<file path="config.mk">
export PLATFORM = sky130hd
export DESIGN_NAME = fifo_uart_tx_flat
export DESIGN_NICKNAME = d
export VERILOG_FILES = /design/src/rtl/fifo_uart_tx_if.sv /design/src/rtl/fifo_uart_tx.sv /design/src/flat_wrapper.sv
export SDC_FILE = /design/constraint.sdc
export NUM_CORES = 1
export LEC_CHECK = 0
export CAP_MARGIN = 20
export CORE_MARGIN = 3
export CORE_UTILIZATION = 30
export CTS_CLUSTER_SIZE = 40
export DETAILED_ROUTE_END_ITERATION = 10
export PLACE_DENSITY = 0.53
export SLEW_MARGIN = 20
export SYNTH_ARGS = -nofsm -noshare
export SYNTH_HDL_FRONTEND = slang
export SYNTH_SLANG_ARGS = --single-unit
</file>
<file path="constraint.sdc">
create_clock -name clk -period 2 [get_ports clk]
set_input_delay 0.3 -clock clk [delete_from_list [all_inputs] [get_ports clk]]
set_output_delay 0.3 -clock clk [all_outputs]
set_load 0.01 [all_outputs]
</file>
<file path="src/rtl/fifo_uart_tx_if.sv">
// FIFO read-side handshake between the 4-bit sync FIFO and fifo_uart_tx.
// master: the consumer popping words; slave: the FIFO answering the pops.
interface fifo_uart_tx_if #(
  parameter int unsigned DATA_WIDTH = 4
);
  logic                  fifo_rd_en;
  logic                  fifo_empty;
  logic [DATA_WIDTH-1:0] fifo_rd_data;

  modport master (output fifo_rd_en, input fifo_empty, input fifo_rd_data);
  modport slave  (input fifo_rd_en, output fifo_empty, output fifo_rd_data);
endinterface

</file>
<file path="src/rtl/fifo_uart_tx.sv">
// Pops FIFO words and serialises them as start / data LSB-first / stop frames.
// Optional even parity bit after the data when UART_TX_PARITY_EN is defined.
module fifo_uart_tx #(
  parameter int unsigned DATA_WIDTH   = 4,
  parameter int unsigned CLKS_PER_BIT = 16,
  parameter int unsigned STOP_BITS    = 1
) (
  input  logic           clk,
  input  logic           rst_n,
  input  logic           tx_enable,
  fifo_uart_tx_if.master fifo,
  output logic           tx,
  output logic           busy,
  output logic           frame_done
);

  localparam int unsigned TMR_W = (CLKS_PER_BIT > 1) ? $clog2(CLKS_PER_BIT) : 1;
  localparam int unsigned CNT_W = $clog2(DATA_WIDTH + 1);
  localparam logic [TMR_W-1:0] TMR_LAST  = TMR_W'(CLKS_PER_BIT - 1);
  localparam logic [CNT_W-1:0] DATA_LAST = CNT_W'(DATA_WIDTH - 1);
  localparam logic [CNT_W-1:0] STOP_LAST = CNT_W'(STOP_BITS - 1);

`ifdef UART_TX_PARITY_EN
  typedef enum logic [2:0] {IDLE, POP, LOAD, START, DATA, PARITY, STOP} state_t;
`else
  typedef enum logic [2:0] {IDLE, POP, LOAD, START, DATA, STOP} state_t;
`endif

  state_t                r_state;
  state_t                w_next;
  logic [TMR_W-1:0]      r_bit_tmr;
  logic [CNT_W-1:0]      r_bit_cnt;
  logic [DATA_WIDTH-1:0] r_shift;
  logic                  w_tmr_done;
  logic                  w_in_bit;
  logic                  w_cnt_step;
`ifdef UART_TX_PARITY_EN
  logic                  r_parity;
`endif

  assign w_in_bit   = (r_state == START) || (r_state == DATA) ||
`ifdef UART_TX_PARITY_EN
                      (r_state == PARITY) ||
`endif
                      (r_state == STOP);
  assign w_tmr_done = w_in_bit && (r_bit_tmr == TMR_LAST);
  assign w_cnt_step = w_tmr_done && ((r_state == DATA) || (r_state == STOP));

  always_ff @(posedge clk or negedge rst_n) begin
    if (!rst_n) begin
      r_state <= IDLE;
    end else begin
      r_state <= w_next;
    end
  end

  always_comb begin
    w_next = r_state;
    case (r_state)
      IDLE:  if (tx_enable && !fifo.fifo_empty) w_next = POP;
      POP:   w_next = LOAD;
      LOAD:  w_next = START;
      START: if (w_tmr_done) w_next = DATA;
      DATA: begin
        if (w_tmr_done && (r_bit_cnt == DATA_LAST)) begin
`ifdef UART_TX_PARITY_EN
          w_next = PARITY;
`else
          w_next = STOP;
`endif
        end
      end
`ifdef UART_TX_PARITY_EN
      PARITY: if (w_tmr_done) w_next = STOP;
`endif
      STOP:  if (w_tmr_done && (r_bit_cnt == STOP_LAST)) w_next = IDLE;
      default: w_next = IDLE;
    endcase
  end

  // Bit counter indexes data bits in DATA and stop bits in STOP; cleared on the last one.
  always_ff @(posedge clk or negedge rst_n) begin
    if (!rst_n) begin
      r_bit_tmr <= '0;
      r_bit_cnt <= '0;
      r_shift   <= '0;
    end else begin
      if (!w_in_bit || w_tmr_done) begin
        r_bit_tmr <= '0;
      end else begin
        r_bit_tmr <= r_bit_tmr + TMR_W'(1);
      end

      if (!w_in_bit) begin
        r_bit_cnt <= '0;
      end else if (w_cnt_step) begin
        if (((r_state == DATA) && (r_bit_cnt == DATA_LAST)) ||
            ((r_state == STOP) && (r_bit_cnt == STOP_LAST))) begin
          r_bit_cnt <= '0;
        end else begin
          r_bit_cnt <= r_bit_cnt + CNT_W'(1);
        end
      end

      if (r_state == LOAD) begin
        r_shift <= fifo.fifo_rd_data;
      end else if ((r_state == DATA) && w_tmr_done) begin
        r_shift <= r_shift >> 1;
      end
    end
  end

`ifdef UART_TX_PARITY_EN
  always_ff @(posedge clk or negedge rst_n) begin
    if (!rst_n) begin
      r_parity <= 1'b0;
    end else if (r_state == LOAD) begin
      r_parity <= ^fifo.fifo_rd_data;
    end
  end
`endif

  // Outputs decode only registered state, so reset drives tx high without a clock.
  always_comb begin
    tx              = 1'b1;
    fifo.fifo_rd_en = 1'b0;
    busy            = (r_state != IDLE);
    frame_done      = 1'b0;
    case (r_state)
      POP:    fifo.fifo_rd_en = 1'b1;
      START:  tx = 1'b0;
      DATA:   tx = r_shift[0];
`ifdef UART_TX_PARITY_EN
      PARITY: tx = r_parity;
`endif
      STOP:   frame_done = w_tmr_done && (r_bit_cnt == STOP_LAST);
      default: tx = 1'b1;
    endcase
  end

endmodule

</file>
<file path="src/flat_wrapper.sv">
// flat-port wrapper written by rule: the top's interface ports become plain ports
module fifo_uart_tx_flat 
#(
  parameter int unsigned DATA_WIDTH   = 4,
  parameter int unsigned CLKS_PER_BIT = 16,
  parameter int unsigned STOP_BITS    = 1
)
  (clk, rst_n, tx_enable, tx, busy, frame_done, fifo_fifo_rd_en, fifo_fifo_empty, fifo_fifo_rd_data);
  fifo_uart_tx_if #(.DATA_WIDTH(DATA_WIDTH)) fifo_i ();
  input  logic clk;
  input  logic rst_n;
  input  logic tx_enable;
  output logic tx;
  output logic busy;
  output logic frame_done;
  output wire logic [$bits(fifo_i.fifo_rd_en)-1:0] fifo_fifo_rd_en;
  input wire logic [$bits(fifo_i.fifo_empty)-1:0] fifo_fifo_empty;
  input wire logic [$bits(fifo_i.fifo_rd_data)-1:0] fifo_fifo_rd_data;
  assign fifo_fifo_rd_en = fifo_i.fifo_rd_en;
  assign fifo_i.fifo_empty = fifo_fifo_empty;
  assign fifo_i.fifo_rd_data = fifo_fifo_rd_data;
  fifo_uart_tx #(.DATA_WIDTH(DATA_WIDTH), .CLKS_PER_BIT(CLKS_PER_BIT), .STOP_BITS(STOP_BITS)) u_core (.clk(clk), .rst_n(rst_n), .tx_enable(tx_enable), .fifo(fifo_i), .tx(tx), .busy(busy), .frame_done(frame_done));
endmodule
</file>
==> impl_metrics.json <==
{
  "status": "finished, final reports clean",
  "cp.depth": 2,
  "first_pass_iters": 4,
  "start_util_pct": 31.9,
  "postSynthCellCount": 85,
  "synthSimpleGateAreaFrac_pct": 26.3,
  "ios": 12,
  "fp.dieH_um": 57.8,
  "switching_share_pct": 35.7,
  "synth-edff-count": 0,
  "skew_ps": 1.66,
  "slowest_delay_ps": 480,
  "rsz0062_at_grt": "false",
  "grt_overflow_total": 0,
  "first_iter_violations": 17,
  "muxShareOfSynthArea_pct": 2.49,
  "finalCritPeriodShare_pct": 94.9,
  "critPathSlowestCell": "clkdlybuf4s50_1",
  "p_per_area_nw_per_um2": 1080,
  "avgViaCountPerCell": 5.09,
  "gp_congestion": 0.785,
  "avgSynthCellArea_um2": 9.46,
  "ys_types": 31,
  "clockPowerShare_pct": 19.0,
  "power_switching_uw": 383,
  "cts_sinks": 14,
  "final_cell_mix": "dfrtp_1 (11), nor2_1 (10), clkdlybuf4s50_1 (9)",
  "cts_tree": "done",
  "critPathLaunchType": "flop",
  "die_w_um": 57.8,
  "core_area_um2": 2520,
  "synth_compound_area_share_pct": 13.8,
  "tightest_slew_ps": 661,
  "dpl.cell_count": 125,
  "cts_root_buf": "clkbuf_4",
  "ctsHoldBuffers": 0,
  "drv_slew": 0,
  "clk_latency_ps": 280,
  "clk_pin_slew_ps": 90,
  "drtAntennaViolNets": 0,
  "wirelength_um": 1640,
  "final_cell_count_no_fill": 129,
  "postCtsSetupRepairBufs": 0,
  "grt_max_degree": 15,
  "seq_power_share_pct": 43.4,
  "io_buffer_count": 11,
  "comb_power_share_pct": 37.6,
  "critPathCaptureType": "output pin",
  "route.detailed.drc": 0,
  "ys_warn_count": 0,
  "setup_viol": 0,
  "layout-area-overhead-vs-synth_pct": 23.3,
  "setup_slack_ps": 102,
  "drive_gt1_share_pct": 14.1,
  "drv_cap": 0,
  "seq_area_frac_synth_pct": 43.5,
  "row_count": 18,
  "syn_nets": 97,
  "yosys.area_share.xor_xnor_pct": 1.09,
  "die_area_um2": 3340,
  "finalCriticalPeriod_ps": 1900,
  "synth_top_family_by_area": "simple AND/OR/NAND/NOR gates",
  "numCtsBuffers": 3,
  "design.final.nets": 112,
  "pre_cts_ws_ps": 175,
  "relSlewSlack_pct": 55.8,
  "peakVddDrop_v": 0.000577,
  "path_buf_inv": 1,
  "reg2reg_depth": 4,
  "synth-main-ff-cell": "dfrtp_1",
  "syn_area_um2": 805,
  "antenna_found_initial": 0,
  "cp_top_family": "buffers and inverters",
  "p_int_uw": 691,
  "cts_resized": 6,
  "grtUsageTotal_pct": 10.7,
  "grt_pass1_vias": 577,
  "max_freq_mhz": 527,
  "setup_tns_ps": 0,
  "vias": 656,
  "crit_fanout": 8,
  "yosys.area_share.adder_pct": 6.22,
  "cp_cell_sequence": "or3_1 > clkdlybuf4s50_1",
  "min_path_type": "input pin to asynchronous set/reset pin",
  "crit_type": "flop to output pin",
  "nFillCells": 267,
  "hold_viol": 0,
  "num_antenna_cells": 0,
  "cp.required_ps": 1700,
  "dp_hpwl_um": 1200,
  "synth_seq_cells": 14,
  "p_total_mw": 1.07,
  "worstPathArrival_ps": 1600,
  "layout_commonest_cell": "dfrtp_1",
  "ctsHtreeMaxLevel": 1,
  "clock_tree.buffer_depth": 2,
  "post_drt_wl_per_cell_um": 12.7,
  "p_leak_nw": 0.396,
  "async_reset_ff_share_pct": 100,
  "grt_pass1_wl_um": 2660
}
## sequential cells by signal, indices dropped and copies added, names as in the netlist
| signal | cells |
|---|---|
| u_core.r_bit_cnt | 3 |
| u_core.r_bit_tmr | 4 |
| u_core.r_shift | 4 |
| u_core.r_state | 3 |
## final cells by class
type / count / area (um2) / share of cell area (%)
multi-input cells: 60 / 404 / 40.7
clock buffers: 4 / 36.3 / 3.66
inverters: 6 / 22.5 / 2.27
flip-flops and latches: 14 / 354 / 35.7
well taps: 30 / 37.5 / 3.78
repair buffers: 15 / 138 / 13.9
## worst reg2reg max path, delay by kind of cell (launching register included)
kind                       cells  cell delay (ps)
AOI/OAI and AO/OA              2              580
adders and majority gates      1              250
DFF                            1              410
and+or+nand+nor                1              280
## power groups by stage
| stage | clock [mW] | sequential, mW | combinational, mW |
|---|---|---|---|
| 2_1_floorplan | 0 | 0.438 | 0.312 |
| 3_3_place_gp | 0 | 0.466 | 0.416 |
| 3_5_place_dp | 0 | 0.468 | 0.413 |
| 4_1_cts | 0.214 | 0.466 | 0.405 |
| 5_1_grt | 0.225 | 0.483 | 0.452 |
| 6_report | 0.204 | 0.467 | 0.404 |
## final timing paths
check	start	endpoint	slack (ps)
worst max-delay path	u_core.r_state[1]$_DFFE_PN0P_	busy	100
worst min-delay path	rst_n	u_core.r_shift[1]$_DFFE_PN0P_	420
worst max register to register	u_core.r_bit_tmr[0]$_DFF_PN0_	u_core.r_state[0]$_DFFE_PN0P_	370
worst min register to register	u_core.r_bit_tmr[0]$_DFF_PN0_	u_core.r_bit_tmr[0]$_DFF_PN0_	500
max in group asynchronous	rst_n	u_core.r_state[2]$_DFFE_PN0P_	1120
min in group clk	u_core.r_bit_tmr[0]$_DFF_PN0_	u_core.r_bit_tmr[0]$_DFF_PN0_	500
## Yosys cell counts (2+ instances only)
library cell	n	share of area (%)
inv_1	6	2.8
nand2_1	2	0.93
o22ai_1	3	2.3
mux2i_1	2	2.5
nand3_1	5	3.1
a31oi_1	3	2.3
ha_1	4	6.2
buf_2	3	1.9
nor2_1	10	4.7
or3b_1	2	2.2
a21oi_1	2	1.2
dfrtp_1	14	44
nor3b_1	5	4.7
o21ai_0	5	3.1
nor3_1	3	1.9
## through the flow
| stage | hold slack (ps) | util (%) | cell area, um2 |
|---|---|---|---|
| 6_report | 420 | 39.3 | 992 |
| 5_1_grt | 454 | 39.3 | 992 |
| 4_1_cts | 443 | 39.3 | 992 |
| 3_5_place_dp | 487 | 37.7 | 952 |
| 3_3_place_gp | 488 | 37.7 | 952 |
| 2_1_floorplan | 4.41 | - | 805 |
## metal layers
metal | global-route usage (%) | vias up | part of all wire [%]
met5 | 0 | - | 0
met4 | 3.97 | 0 | 1.3
met3 | 4.23 | 2 | 6.1
met2 | 15.8 | 13 | 45
met1 | 14.0 | 309 | 47
li1 | - | 332 | -
## kinds of logic after synthesis
group	Yosys count
xor gates and xnor gates	1
adders and majority gates	4
muxes	2
buffers and inverters	11
AOI/OAI and AO/OA	17
DFF	14
and+or+nand+nor	36
Power figures use the tool's default switching activity.
